$ cat config.mk
export PLATFORM = sky130hd
export DESIGN_NAME = rs_int_scheduler
export DESIGN_NICKNAME = d
export VERILOG_FILES = /design/src/rtl/rs_int_scheduler.sv
export SDC_FILE = /design/constraint.sdc
export NUM_CORES = 1
export LEC_CHECK = 0
export ABC_AREA = 1
export CAP_MARGIN = 20
export CORE_ASPECT_RATIO = 1.25
export CORE_MARGIN = 5
export CORE_UTILIZATION = 40
export DETAILED_ROUTE_END_ITERATION = 8
export PLACE_DENSITY = 0.72
export SLEW_MARGIN = 25
export SYNTH_ARGS = -nofsm -noshare
export SYNTH_HDL_FRONTEND = slang
export SYNTH_SLANG_ARGS = --single-unit
$ cat constraint.sdc
create_clock -name clk -period 5.5 [get_ports clk]
set_input_delay 0.825 -clock clk [delete_from_list [all_inputs] [get_ports clk]]
set_output_delay 0.825 -clock clk [all_outputs]
set_load 0.05 [all_outputs]
$ cat src/rtl/rs_int_scheduler.sv
// Occupancy and issue scheduler for one integer reservation station.
// Tracks a FREE/WAIT/ISSUED/DONE state per line and drives the line write/commit enables.
module rs_int_scheduler #(
  parameter int LINE_NUM        = 8,
  parameter int LINE_ADDR_WIDTH = 3
) (
  input  logic                       clk,
  input  logic                       rst,
  input  logic                       flush,
  input  logic                       cdb_bus_en,
  input  logic                       disp_valid,
  output logic                       disp_ready,
  output logic [LINE_ADDR_WIDTH-1:0] disp_line,
  output logic [LINE_NUM-1:0]        line_write_en,
  input  logic [LINE_NUM-1:0]        line_operand_ready,
  output logic                       issue_valid,
  output logic [LINE_ADDR_WIDTH-1:0] issue_line,
  input  logic                       issue_ready,
  input  logic                       fu_done_valid,
  input  logic [LINE_ADDR_WIDTH-1:0] fu_done_line,
  output logic                       fu_done_ready,
  output logic [LINE_NUM-1:0]        line_commit_en,
  input  logic                       retire_valid,
  input  logic [LINE_ADDR_WIDTH-1:0] retire_line,
  output logic [LINE_ADDR_WIDTH:0]   free_count,
  output logic                       err
);

  typedef enum logic [1:0] {
    ST_FREE   = 2'd0,
    ST_WAIT   = 2'd1,
    ST_ISSUED = 2'd2,
    ST_DONE   = 2'd3
  } line_state_e;

  logic [LINE_NUM-1:0]        is_free;
  logic [LINE_NUM-1:0]        is_wait;
  logic [LINE_NUM-1:0]        is_issued;
  logic [LINE_NUM-1:0]        is_done;
  logic [LINE_NUM-1:0]        free_d;
  logic [LINE_NUM-1:0]        issue_cand;
  logic [LINE_NUM-1:0]        issue_sel;
  logic [LINE_NUM-1:0]        retire_sel;

  logic [LINE_ADDR_WIDTH-1:0] rr_ptr_q, rr_ptr_d;
  logic [LINE_ADDR_WIDTH-1:0] pend_line_q, pend_line_d;
  logic                       pend_valid_q, pend_valid_d;
  logic                       err_q, err_d;
  logic [LINE_ADDR_WIDTH:0]   free_count_q, free_count_d;

  logic                       disp_fire;
  logic                       issue_fire;
  logic                       done_take;
  logic                       done_ok;
  logic                       done_bad;
  logic                       commit_fire;
  logic                       retire_ok;
  logic                       retire_bad;

  // Dispatch: lowest-index FREE line; a CDB broadcast blocks the write port.
  always_comb begin
    disp_line = '0;
    for (int i = LINE_NUM - 1; i >= 0; i--) begin
      if (is_free[i]) disp_line = LINE_ADDR_WIDTH'(i);
    end
  end

  assign disp_ready = (|is_free) & ~cdb_bus_en;
  assign disp_fire  = disp_valid & disp_ready;

  // Issue: round-robin search upward from rr_ptr_q, wrapping naturally.
  assign issue_cand = is_wait & line_operand_ready;

  always_comb begin
    logic                       found;
    logic [LINE_ADDR_WIDTH-1:0] idx;
    found      = 1'b0;
    idx        = '0;
    issue_line = '0;
    for (int k = 0; k < LINE_NUM; k++) begin
      idx = rr_ptr_q + LINE_ADDR_WIDTH'(k);
      if (!found && issue_cand[idx]) begin
        issue_line = idx;
        found      = 1'b1;
      end
    end
  end

  assign issue_valid = |issue_cand;
  assign issue_fire  = issue_valid & issue_ready;

  // Completion and commit: a single pending slot, held while the CDB is busy.
  assign fu_done_ready = ~pend_valid_q;
  assign done_take     = fu_done_valid & fu_done_ready;
  assign done_ok       = done_take & is_issued[fu_done_line];
  assign done_bad      = done_take & ~is_issued[fu_done_line];
  assign commit_fire   = pend_valid_q & ~cdb_bus_en;

  assign retire_ok  = retire_valid & is_done[retire_line];
  assign retire_bad = retire_valid & ~is_done[retire_line];

  always_comb begin
    rr_ptr_d     = rr_ptr_q;
    pend_valid_d = pend_valid_q;
    pend_line_d  = pend_line_q;
    err_d        = err_q;
    if (flush) begin
      rr_ptr_d     = '0;
      pend_valid_d = 1'b0;
      pend_line_d  = '0;
    end else begin
      if (issue_fire) rr_ptr_d = issue_line + LINE_ADDR_WIDTH'(1);
      if (commit_fire) pend_valid_d = 1'b0;
      if (done_ok) begin
        pend_valid_d = 1'b1;
        pend_line_d  = fu_done_line;
      end
      if (done_bad || retire_bad) err_d = 1'b1;
    end
  end

  // Counts the post-edge state, so free_count tracks the lines it describes.
  always_comb begin
    free_count_d = '0;
    for (int i = 0; i < LINE_NUM; i++) begin
      free_count_d = free_count_d + (LINE_ADDR_WIDTH + 1)'(free_d[i]);
    end
  end

  always_ff @(posedge clk) begin
    if (rst) begin
      rr_ptr_q     <= '0;
      pend_valid_q <= 1'b0;
      pend_line_q  <= '0;
      err_q        <= 1'b0;
      free_count_q <= (LINE_ADDR_WIDTH + 1)'(LINE_NUM);
    end else begin
      rr_ptr_q     <= rr_ptr_d;
      pend_valid_q <= pend_valid_d;
      pend_line_q  <= pend_line_d;
      err_q        <= err_d;
      free_count_q <= free_count_d;
    end
  end

  assign free_count = free_count_q;
  assign err        = err_q;

  // Per-line state machines; events target distinct states, so at most one applies per line.
  for (genvar gi = 0; gi < LINE_NUM; gi++) begin : g_line
    line_state_e st_q, st_d;

    assign line_write_en[gi]  = disp_fire & (disp_line == LINE_ADDR_WIDTH'(gi));
    assign issue_sel[gi]      = issue_fire & (issue_line == LINE_ADDR_WIDTH'(gi));
    assign line_commit_en[gi] = commit_fire & (pend_line_q == LINE_ADDR_WIDTH'(gi));
    assign retire_sel[gi]     = retire_ok & (retire_line == LINE_ADDR_WIDTH'(gi));

    always_comb begin
      st_d = st_q;
      if (flush) begin
        st_d = ST_FREE;
      end else begin
        if (line_write_en[gi])  st_d = ST_WAIT;
        if (issue_sel[gi])      st_d = ST_ISSUED;
        if (line_commit_en[gi]) st_d = ST_DONE;
        if (retire_sel[gi])     st_d = ST_FREE;
      end
    end

    always_ff @(posedge clk) begin
      if (rst) st_q <= ST_FREE;
      else     st_q <= st_d;
    end

    assign is_free[gi]   = (st_q == ST_FREE);
    assign is_wait[gi]   = (st_q == ST_WAIT);
    assign is_issued[gi] = (st_q == ST_ISSUED);
    assign is_done[gi]   = (st_q == ST_DONE);
    assign free_d[gi]    = (st_d == ST_FREE);
  end

endmodule

Word level (Yosys, flattened, before mapping) --
Index checks and enable logic that the tools add are counted. Widths: inputs -> output; s select.
Operators by class: bitwise operators 47, muxes and demuxes 85, magnitude comparators 10, eq/ne operators 52, add/subtract/negate cells 15, reduce and logical (&&, ||, !) cells 40
Operators by type and width (count):
- $mux 2 | 40
- $eq 3x3->1 const B | 16
- $mux 3 | 16
- $and 1x1->1 | 41
- $lt 3x4->1 const B | 10
- $eq 2x2->1 const B | 16
- $logic_not 2->1 | 16
- $bmux 1 s3 | 10
- $eq 3x2->1 const B | 8
- $mux 1 | 19
- $add 4x1->4 | 4
- $eq 2x1->1 const B | 8
- $reduce_or 8->1 | 2
- $add 3x3->3 const B | 4
- $eq 3x1->1 const B | 4
- $logic_not 3->1 | 4
- $and 8x8->8 | 1
- $logic_and 1x1->1 | 7
- $logic_not 1->1 | 7
- $add 3x1->3 const B | 2
- $add 3x2->3 const B | 2
- $not 1->1 | 5
- $add 3x1->4 | 1
- $add 2x1->3 | 1
- other kinds (5) | 5
Storage, ports and cells: register bits 28, output and inout bits 30, word-level logic and storage cells 262, input port bits 22

Logic depth before layout (Yosys ltp) --
Gate-level depths: netlist of the first run.
word-level depth 40, mapped depth 34, gate-level depth less buffers 33

Least setup slack after synthesis of the first run --
No wires, ideal clock.
path kind input-to-reg, start input cdb_bus_en, end register free_count_q[2] (netlist: free_count[2]), setup time 0.128 ns, stages on the path 17, setup slack -0.080 ns, arrival 5.453 ns, required time 5.372 ns, path buffers 0, cells stage by stage a31oi_1 > and2_1 > o21ai_1 > nor2_1 > o21ai_0 > nand2_1 > o21ai_0 > fa_1 > inv_1 > fa_1 > inv_1 > fa_1 > ha_1 > inv_1 > fa_1 > xor2_1 > nor2_1
On the way: elaborated cells between the ends (all ways) 75, classes of those cells add/sub (7); mux (40); bitwise (20); reduce/logical (8)
RTL lines:
- from (decl) | line 10 | input logic cdb_bus_en,
- $not 1->1 | line 68 | assign disp_ready = (|is_free) & ~cdb_bus_en;
- $and 1x1->1 | line 68
- $and 1x1->1 | line 69 | assign disp_fire = disp_valid & disp_ready;
- $and 1x1->1 | line 153 | assign line_write_en[gi] = disp_fire & (disp_line == LINE_ADDR_WIDTH'(gi));
- net line_write_en[3] | line 14 | output logic [LINE_NUM-1:0] line_write_en,
- $mux 2 | line 163 | if (line_write_en[gi]) st_d = ST_WAIT;
- $mux 2 | line 164 | if (issue_sel[gi]) st_d = ST_ISSUED;
- $mux 2 | line 165 | if (line_commit_en[gi]) st_d = ST_DONE;
- $mux 2 | line 166 | if (retire_sel[gi]) st_d = ST_FREE;
- $mux 2 | line 160 | if (flush) begin
- $logic_not 2->1 | line 179 | assign free_d[gi] = (st_d == ST_FREE);
- $add 3x1->4 | line 126 | free_count_d = free_count_d + (LINE_ADDR_WIDTH + 1)'(free_d[i]);
- $add 4x1->4 (4 in series) | line 126
- to (signal assigned) | line 136 | free_count_q <= (LINE_ADDR_WIDTH + 1)'(LINE_NUM);
- to (signal assigned) | line 142 | free_count_q <= free_count_d;
- to (decl) | line 49 | logic [LINE_ADDR_WIDTH:0] free_count_q, free_count_d;
The timed path passes the listed nets, and every way through them passes these cells. A chain may end at the register's enable or synchronous reset.

Worst setup path in the final report of the first run --
start input line_operand_ready[0], end register free_count_q[1] (netlist: free_count[1])
On the way: cells in the longest elaborated chain, start to end 39, elaborated cells between the ends (all ways) 111, classes of those cells add/sub (7); eq/ne (7); mux (63); bitwise (10); reduce/logical (24)
Ends and longest elaborated chain:
- from (decl) | line 15 | input logic [LINE_NUM-1:0] line_operand_ready,
- $and 8x8->8 (*) | line 72 | assign issue_cand = is_wait & line_operand_ready;
- $bmux 1 s3 | line 82 | if (!found && issue_cand[idx]) begin
- $mux 1 (implied by the code) | line 82
- $mux 1 | line 82
- $logic_not 1->1 | line 82
- $logic_and 1x1->1 | line 82
- $mux 1 | line 82
- $logic_not 1->1 | line 82
- (+21 left out)
- $mux 2 | line 166
- $mux 2 | line 160
- $logic_not 2->1 | line 179
- $add 1x1->2 | line 126
- $add 2x1->3 | line 126
- $add 3x1->4 | line 126
- $add 4x1->4 (3 in series) | line 126
- $add 4x1->4 (*) | line 126
Every way passes the cells marked *; elsewhere a longest branch is shown, timed or not. The select of a mux whose other input is x is not followed.

==> metrics.md, run 1 <==
| Metric | Value |
|---|---|
| Area share of the largest cell type after synthesis | `19.95%` |
| Routed WL | `10.17 mm` |
| Cells after DPL | `between 600 and 700` |
| Post-synthesis compound-gate area fraction | `11.67%` |
| Die span in y | `103.7 µm` |
| First-pass GRT wire length | `16.28 mm` |
| Peak Freq | `0.1914 GHz` |
| Worst r2r src | `rr_ptr_q[0]` |
| Post-Synth XOR/XNOR Area | `1.781%` |
| Post-synth EDFFs | `0` |
| Post-synth ARST share | `0%` |
| Post-synthesis register bit count | `28` |
| Global route overflow | `0` |
| Mapped cell area | `roughly 2800 µm²` |
| DRC viols | `0` |
| GP Congestion | `0.9827` |
| Root Driver | `clkbuf_8` |
| Clk_lat worst skew | `290 ps` |
| Net Count, Synth | `516` |
| Htree depth | `1` |
| Largest cells by area after synthesis | `dfxtp_1 (20%), nand2_1 (17%), nand3_1 (12%)` |
| FILL cells | `slightly above 700` |
| Worst hold slack | `499.7 ps` |
| Initial antenna violation count | `0` |
| Max-slew violations | `0` |
| Hpwl dp | `8.152 mm` |
| CTS tree | `done` |
| Top cell type by total area after synthesis | `dfxtp_1` |
| Synth Flop Type | `dfxtp_1` |
| Worst stage delay on the critical path | `560 ps` |
| Pwr Density | `134.6 nW/µm²` |
| Largest family of logic cells by synthesized area | `simple AND/OR/NAND/NOR gates` |
| Synth cell count leaders | `nand2_1 (124), nor2_1 (70), nand3_1 (68), inv_1 (59), dfxtp_1 (28)` |
| Simple-gate share of the synthesized area | `48.35%` |
| Hold Startpoint | `err` |
| CP most frequent cell | `nand2_2` |
| Synthesized-area fraction occupied by adder cells | `6.857%` |
| Synth-to-Final Area Change | `41.10%` |
| Final Util | `57.53%` |
| Post-synthesis sequential area ratio | `19.95%` |
| Startpoint types | `input pin` |
| Max Fanout on Critical Path | `5` |
| Slew margin rel. | `41.23%` |
| Final Hold Viols | `0` |
| Unique cell type count in the Yosys netlist | `38` |
| Critical path type | `input pin to flop` |
| DRT iter0 DRCs | `approximately 130` |
| CTS Sinks | `28` |
| Core Area | `6892 µm²` |
| CP Launch Point | `line_operand_ready[0]` |
| Vias in the first global route | `3,389` |
| YS warnings | `0` |
| Max-cap violations | `0` |
| Num CTS Buffers | `3` |
| Peak VDD IR | `~0.14 mV` |
| Final setup viols | `0` |
| Via count | `3,481` |
| WP data required | `5660 ps` |
| Post-route clock period utilization | `94.97%` |
| Vias per cell | `5.347` |
| Buffers on Ports | `51` |
| Count leader, synth | `nand2_1` |
| Nets | `597` |
| Share of cells above drive strength 1 | `23.71%` |
| Design Area, Final | `3965 µm²` |
| Hold Path Class | `flop to flop` |
| Finished Layout Cells | `651` |
| Clock transition at path regs | `about 100 ps` |
| Setup crit end kind | `flop` |
| Max clock buf depth | `2` |
| Crit path time final | `5223 ps` |
| Iteration count of the initial detailed-routing pass | `4` |
| GRT Overall Usage | `~23%` |
| Die area | `8812 µm²` |
| Clk_skew | `2.885 ps` |
| Row count | `34` |
| Starting Density | `40.78%` |
| Pwr Total | `0.5338 mW` |
| Critical path arrival | `~5400 ps` |
| Cell Area, Placed | `3580 µm²` |
| Maximum number of pins on one net before global-route repair | `24` |
| Io pins | `52` |
| Outcome | `finished clean` |
| Lkg Pwr | `~1.9 nW` |
| ANT nets after route | `0` |
| Syn Inst Count | `between 400 and 500` |
| Diodes inserted | `0` |
| Multiplexer area fraction after synthesis | `0%` |
| Synth Area per Inst | `5.842 µm²` |
| CP max-delay cell | `fa_1` |
| Die Width | `84.97 µm` |
| Routed len/inst | `roughly 16 µm` |
| Slew @ Worst Pin | `878.9 ps` |
[kinds of logic (layout without fill, tap and decap cells)]
logic type	Yosys count	in the layout
adder cells (fa/ha/maj)	13	13
AO/OA/AOI/OAI	56	56
XOR/XNOR	4	4
buffers and inverters	77	157
AND/OR/NAND/NOR	303	303
flip-flops	28	28
[final cells by class]
type                       count  area (µm²)  share of cell area (%)
clock buffer                   3       41.29                   1.041
clock inverter                 1       30.03                  0.7573
inverter                      68       260.3                   6.564
multi-input combinational    376        2178                   54.94
sequential                    28       560.5                   14.14
tap                           90       112.6                   2.840
timing repair buffer          85       782.0                   19.72
[stage by stage]
| step | setup slack [ps] | TNS [ps] |
|---|---|---|
| 6_report | 276.6 | 0 |
| 5_1_grt | -36.36 | -68.07 |
| 3_3_place_gp | -317.1 | -616.0 |
| 3_5_place_dp | -401.1 | -747.9 |
| 2_1_floorplan | 146.9 | 0 |
| 4_1_cts | 4.484 | 0 |
[power by group]
part	leakage (nW)	internal [mW]	switching [mW]
registers	0.227	0.207	0.00270
clock network	0.0357	0.0977	0.0697
logic	1.60	0.0620	0.0951
[what timing repair did]
item	4_1_cts	5_1_grt
setup buffers	4	3
resized for setup	7	71
hold buffers	0	0
pin swaps	5	41
setup endpoints to repair	2	2
[critical path, delay by kind of cell]
family / cells / cell delay [ps]
buf+inv: 5 / 560
compound gates: 2 / 170
simple gates: 17 / 1550
fa+ha+maj: 5 / 2270
[path summary, 6_finish.rpt]
check,end,slack [ps],depth (start not counted)
worst max-delay path,free_count[1],280,29
worst min-delay path,err,500,2
worst max register to register,free_count[1],300,26
worst min register to register,err,500,2
[state kept, by name (all words and copies together) (netlist names)]
register	count
rr_ptr_q	3
err	1
pend_valid_q	1
free_count	4
pend_line_q	3
g_line.st_q	16
[cells in the final DEF, fill, tap and decap left out, types with 3 or more instances in the layout]
master	n
nand2_1	99
nor2_1	63
inv_1	57
nand3_1	53
clkdlybuf4s50_1	43
buf_4	34
nand2_2	32
dfxtp_1	28
nand3_2	18
o21ai_0	15
o21ai_1	12
inv_2	9
nand4_1	9
a21oi_1	9
nor2_2	7
dlymetal6s2s_1	7
a31oi_1	6
nor2_4	5
ha_1	5
nor3_1	3
nand2_4	3
o31ai_1	3
o21ai_2	3
o311ai_0	3
fa_1	3
ha_2	3
clkbuf_8	3
[layer usage]
metal	vias to the layer above	routed length, µm	track usage, %	part of all wire (%)
li1	1713	-	-	-
met1	1601	3823	24.79	38
met2	132	5316	41.00	52
met3	35	475	2.939	4.7
met4	0	553	12.78	5.4
met5	-	0	0	0
(Power assumes the default switching activity.)
==> run 2: changes to the inputs <==
--- a/config.mk
+++ b/config.mk
@@ -11,6 +11,7 @@
 export CORE_MARGIN = 5
 export CORE_UTILIZATION = 40
 export DETAILED_ROUTE_END_ITERATION = 8
+export GPL_ROUTABILITY_DRIVEN = 0
 export PLACE_DENSITY = 0.72
 export SLEW_MARGIN = 25
 export SYNTH_ARGS = -nofsm -noshare
==> run 2 against run 1 <==
Core utilization down 0.54 points. Sequential cell count unchanged. Register-to-register slack lost 99 ps. First-iteration DRC count up 45%. Setup slack got worse by 76 ps. Power shrank 7.8%. Critical path type is now flop to flop. Critical endpoint is now free_count[2]. Largest power group unchanged.
==> metrics.md, run 2 (synthesis gave the netlist of run 1 again) <==
| Metric | Value |
|---|---|
| Outcome | `finished clean` |
| Routed len/inst | `15.22 µm (-2.6%)` |
| Layer with the highest usage | `met2` |
| Post-route clock period utilization | `96.35% (+1.4 points)` |
| Setup crit end kind | `flop` |
| Buffers on Ports | `51 (unchanged)` |
| Pwr Total | `0.4919 mW (-7.8%)` |
| Most common cell after layout, fill and taps aside | `nand2_1` |
| GR Util met3 | `2.383% (-0.56 points)` |
| Final setup viols | `0 (unchanged)` |
| Post-place setup slack | `-327.5 ps (+73.65 ps)` |
| Most frequent cells in the layout | `nand2_1 (115), nor2_1 (64), nand3_1 (58)` |
| Num CTS Buffers | `3 (unchanged)` |
| Vias per cell | `5.473 (+2.3%)` |
| Crit path time final | `5299 ps (+75.93 ps)` |
| Maximum number of pins on one net before global-route repair | `24 (unchanged)` |
| DRC viols | `0 (unchanged)` |
| Clk_lat worst skew | `280 ps (about the same)` |
| Die area | `8812 µm² (unchanged)` |
| Clock transition at path regs | `90 ps (about the same)` |
| Worst hold slack | `489.4 ps (-10.25 ps)` |
| GRT Overall Usage | `21.10% (-1.6 points)` |
| Max-cap violations | `0 (unchanged)` |
| Nets | `602 (+0.84%)` |
| CP max-delay cell | `dfxtp_1` |
| Max Fanout on Critical Path | `6 (+1)` |
| Largest reg by FF count | `g_line.st_q` |
| Flip-flop count of the largest register after layout | `16 (unchanged)` |
| Vias in the first global route | `3,265 (-3.7%)` |
| Critical path type | `flop to flop` |
| Die span in y | `103.7 µm (unchanged)` |
| Root Driver | `clkbuf_8` |
| Startpoint types | `flop` |
| Peak Freq | `0.1887 GHz (-1.4%)` |
| Global route overflow | `0 (unchanged)` |
| WP data required | `5640 ps (-20 ps)` |
| CTS tree | `done` |
| ANT nets after route | `0 (unchanged)` |
| Lkg Pwr | `1.865 nW (+0.34%)` |
| GR met1 Demand/Resource | `24.34% (-0.45 points)` |
| Critical path arrival | `5440 ps (+60 ps)` |
| Share of cells above drive strength 1 | `20.67% (-3.0 points)` |
| Starting Density | `40.78% (unchanged)` |
| Max clock buf depth | `2 (unchanged)` |
| TNS Setup | `0 ps (unchanged)` |
| CTS Sinks | `28 (unchanged)` |
| Worst stage delay on the critical path | `610 ps (+50 ps)` |
| Htree depth | `1 (unchanged)` |
| Pwr Density | `125.2 nW/µm² (-7.0%)` |
| Slew margin rel. | `44.70% (+3.5 points)` |
| Hpwl dp | `7.809 mm (-4.2%)` |
| Final Hold Viols | `0 (unchanged)` |
| Routed WL | `9.982 mm (-1.8%)` |
| First-pass GRT wire length | `15.28 mm (-6.1%)` |
| Max-slew violations | `0 (unchanged)` |
| DRT iter0 DRCs | `192 (+45%)` |
| Die Width | `84.97 µm (unchanged)` |
| Final setup margin | `200.7 ps (-75.93 ps)` |
| Via count | `3,590 (+3.1%)` |
| Synth-to-Final Area Change | `39.76%` |
| Io pins | `52 (unchanged)` |
| Slew @ Worst Pin | `826.9 ps (-51.92 ps)` |
| CP most frequent cell | `nand2_1` |
| Clk_skew | `5.767 ps (+2.882 ps)` |
| Core Area | `6892 µm² (unchanged)` |
| Peak VDD IR | `0.1552 mV (+7.4%)` |
| M2 GR Usage | `37.67% (-3.3 points)` |
| Diodes inserted | `0 (unchanged)` |
| Initial antenna violation count | `0 (unchanged)` |
| Hold Path Class | `flop to flop` |
| Row count | `34 (unchanged)` |
| Iteration count of the initial detailed-routing pass | `7 (+3)` |
| Cells after DPL | `639 (-0.16%)` |
| Finished Layout Cells | `656 (+0.77%)` |
-- run 2: cell count changes in the layout (fill, tap and decap cells not counted), sizes merged --
cell         change
buf              +5
bufinv           -1
clkbuf           +2
dlygate4sd2      -1
-- run 2: routing by layer --
layer,wire length (µm),share of wire [%],up-vias
li1,-,-,1735
met1,3679,37,1621
met2,5120,51,184
met3,583,5.8,50
met4,599,6.0,0
met5,0,0,-
-- run 2: through the flow --
step | util, % | area [µm²]
6_report | 56.99 | 3928
3_5_place_dp | 51.83 | 3572
4_1_cts | 52.94 | 3649
2_1_floorplan | - | 2816
5_1_grt | 56.99 | 3928
3_3_place_gp | 51.83 | 3572
-- run 2: area by class of cell --
cell class              instances  area (µm²)
clock buffers                   4       55.05
well taps                      90       112.6
multi-input cells             376        2097
fillers                       696        2964
repair buffers                 90       832.0
flip-flops and latches         28       565.5
inverters                      68       265.3
-- run 2: critical path: cells and delay by family, from the launching register on --
family                   cells  cell delay [ps]
adder cells (fa/ha/maj)      6             2350
AND/OR/NAND/NOR             12             1040
buffers and inverters        7              570
flip-flops                   1              610
AO/OA/AOI/OAI                2              140
XOR/XNOR                     2              480
-- run 2: worst paths after layout --
kind,start,slack (ps),endpoint,depth (start not counted)
min reg2reg,err,490,err,2
min,err,490,err,2
max reg2reg,rr_ptr_q[2],200,free_count[2],29
max,rr_ptr_q[2],200,free_count[2],29
-- run 2: what timing repair did --
action,in CTS,in global routing
pin swaps,0,19
setup buffers,0,13
hold buffers,0,0
resized for setup,5,55
setup endpoints to repair,2,2
-- run 2: power breakdown --
| part | internal, mW | total (mW) | switching, mW |
|---|---|---|---|
| clock network | 0.0642 | 0.130 | 0.0656 |
| registers | 0.206 | 0.209 | 0.00307 |
| logic | 0.0603 | 0.153 | 0.0927 |
| total | 0.331 | 0.492 | 0.161 |
==> run 3: changes to the inputs <==
--- a/config.mk
+++ b/config.mk
@@ -12,7 +12,6 @@
 export CORE_UTILIZATION = 40
 export DETAILED_ROUTE_END_ITERATION = 8
 export GPL_ROUTABILITY_DRIVEN = 0
-export PLACE_DENSITY = 0.72
 export SLEW_MARGIN = 25
 export SYNTH_ARGS = -nofsm -noshare
 export SYNTH_HDL_FRONTEND = slang
==> run 3 against run 2 <==
Clock-buffer cell count is 1 lower. First-iteration DRC count increased by 2.6%. Clock power is 32% higher. Core utilization up 5.4 points. Critical path type is now input pin to flop.
==> metrics.md, run 3 (synthesis gave the netlist of run 1 again) <==
| Metric | Value |
|---|---|
| Critical path type | `input pin to flop` |
| First-pass GRT wire length | `16.88 mm (+10%)` |
| Global route overflow | `0 (unchanged)` |
| Iteration count of the initial detailed-routing pass | `5 (-2)` |
| Flip-flop count of the largest register after layout | `16 (unchanged)` |
| Max-cap violations | `0 (unchanged)` |
| CP max-delay cell | `dlygate4sd2_1` |
| Routed len/inst | `16.39 µm (+7.7%)` |
| Row count | `34 (unchanged)` |
| Synth-to-Final Area Change | `53.12%` |
| Sw frac | `32.34% (-0.45 points)` |
| TNS Setup | `0 ps (unchanged)` |
| Pwr Density | `127.5 nW/µm² (+1.8%)` |
| Worst-case reg-to-reg path depth | `40 (+38%)` |
| Share of cells above drive strength 1 | `29.46% (+8.8 points)` |
| Maximum number of pins on one net before global-route repair | `24 (unchanged)` |
| Num CTS Buffers | `3 (unchanged)` |
| DRT iter0 DRCs | `197 (+2.6%)` |
| Final setup viols | `0 (unchanged)` |
| Most frequent cells in the layout | `nand2_1 (99), nor2_1 (64), buf_4 (64)` |
| CTS Sinks | `28 (unchanged)` |
| Die Width | `84.97 µm (unchanged)` |
| DRC viols | `0 (unchanged)` |
| Startpoint types | `input pin` |
| Slew @ Worst Pin | `886.7 ps (+59.71 ps)` |
| Diodes inserted | `0 (unchanged)` |
| CP most frequent cell | `buf_4` |
| Hold Path Class | `flop to flop` |
| Vias in the first global route | `3,574 (+9.5%)` |
| Peak VDD IR | `0.09645 mV (-38%)` |
| GRT Overall Usage | `23.74% (+2.6 points)` |
| Initial antenna violation count | `0 (unchanged)` |
| Buffers on Ports | `51 (unchanged)` |
| Starting Density | `40.78% (unchanged)` |
| Max-slew violations | `0 (unchanged)` |
| Crit path time final | `5355 ps (+55.99 ps)` |
| Pwr Total | `0.5488 mW (+12%)` |
| Core Area | `6892 µm² (unchanged)` |
| Worst stage delay on the critical path | `270 ps (-340 ps)` |
| Nets | `630 (+4.7%)` |
| Lkg Pwr | `2.030 nW (+8.8%)` |
| ANT nets after route | `0 (unchanged)` |
| Die span in y | `103.7 µm (unchanged)` |
| Clock group share of total power | `31.4% (+5.0 points)` |
| Routed WL | `11.21 mm (+12%)` |
| Final Hold Viols | `0 (unchanged)` |
| Max Fanout on Critical Path | `6 (unchanged)` |
| Max clock buf depth | `2 (unchanged)` |
| Internal cell power | `0.3713 mW (+12%)` |
| Htree depth | `1 (unchanged)` |
| Clk_lat worst skew | `290 ps (about the same)` |
| Clk_skew | `9.493 ps (+3.726 ps)` |
| Part of the power in registers | `38.2% (-4.3 points)` |
| Peak Freq | `0.1867 GHz (-1.0%)` |
| Die area | `8812 µm² (unchanged)` |
| Switching Power | `0.1775 mW (+10%)` |
| Hold_buf cts | `0 (unchanged)` |
| Comb power frac | `30.4% (-0.7 points)` |
| Vias per cell | `5.459 (-0.25%)` |
| Post-route clock period utilization | `97.37% (+1.0 points)` |
| CTS tree | `done` |
| Most common cell after layout, fill and taps aside | `nand2_1` |
| WP data required | `5650 ps (about the same)` |
| Critical path arrival | `5500 ps (+60 ps)` |
| Via count | `3,734 (+4.0%)` |
| Clock transition at path regs | `110 ps (+20 ps)` |
| Slew margin rel. | `40.70% (-4.0 points)` |
| Root Driver | `clkbuf_8` |
| Final Util | `62.44% (+5.4 points)` |
| Setup crit end kind | `flop` |
| Outcome | `finished clean` |
| Largest reg by FF count | `g_line.st_q` |
| Hpwl dp | `8.356 mm (+7.0%)` |
| Hold depth | `2 (unchanged)` |
| Io pins | `52 (unchanged)` |
-- run 3: layout make-up --
type                            count  area [µm²]
Inverter                           68       257.7
Sequential cell                    28       561.8
Multi-Input combinational cell    376        2263
Fill cell                         689        2589
Clock buffer                        3       41.29
Clock inverter                      1       30.03
Tap cell                           90       112.6
Timing Repair Buffer              118        1036
-- run 3: stage by stage --
stage	cells	setup slack [ps]	instance area, µm²	hold slack (ps)
3_3_place_gp	641	-364.6	3587	461.9
2_1_floorplan	481	146.9	2816	470.9
6_report	684	144.7	4303	483.7
3_5_place_dp	641	-433.3	3587	464.7
4_1_cts	668	0.7421	3916	491.3
5_1_grt	684	-63.04	4303	528.9
-- run 3: power by group through the flow --
stage                     Combinational (mW)  Sequential, mW  Clock (mW)
final                                  0.167           0.210       0.172
after floorplan                       0.0737           0.222           0
after CTS                              0.147           0.209       0.171
after detailed placement               0.142           0.214           0
after global placement                 0.141           0.214           0
after global routing                   0.180           0.210       0.183
-- run 3: final timing paths --
kind / startpoint / endpoint / slack (ps)
worst min register to register: err / err / 480
worst max-delay path: line_operand_ready[2] / g_line[3].st_q[0] / 140
worst min-delay path: err / err / 480
worst max register to register: rr_ptr_q[0] / g_line[3].st_q[0] / 160
-- run 3: critical path, delay by kind of cell --
family | cells | cell delay [ps]
buf+inv | 24 | 3110
simple gates | 15 | 1340
fa+ha+maj | 1 | 160
compound gates | 1 | 70
-- run 3: per-layer routing --
metal,up-vias,track usage [%],routed length (µm)
met3,57,3.098,583
met5,-,0,0
met1,1743,23.74,3841
met4,0,15.16,845
met2,151,44.56,5939
li1,1783,-,-
-- run 3: timing repair --
item | in CTS | in global routing
buffers inserted | 23 | 16
gates resized for setup | 27 | 71
endpoints found under the setup margin | 2 | 5
pin swaps | 14 | 28
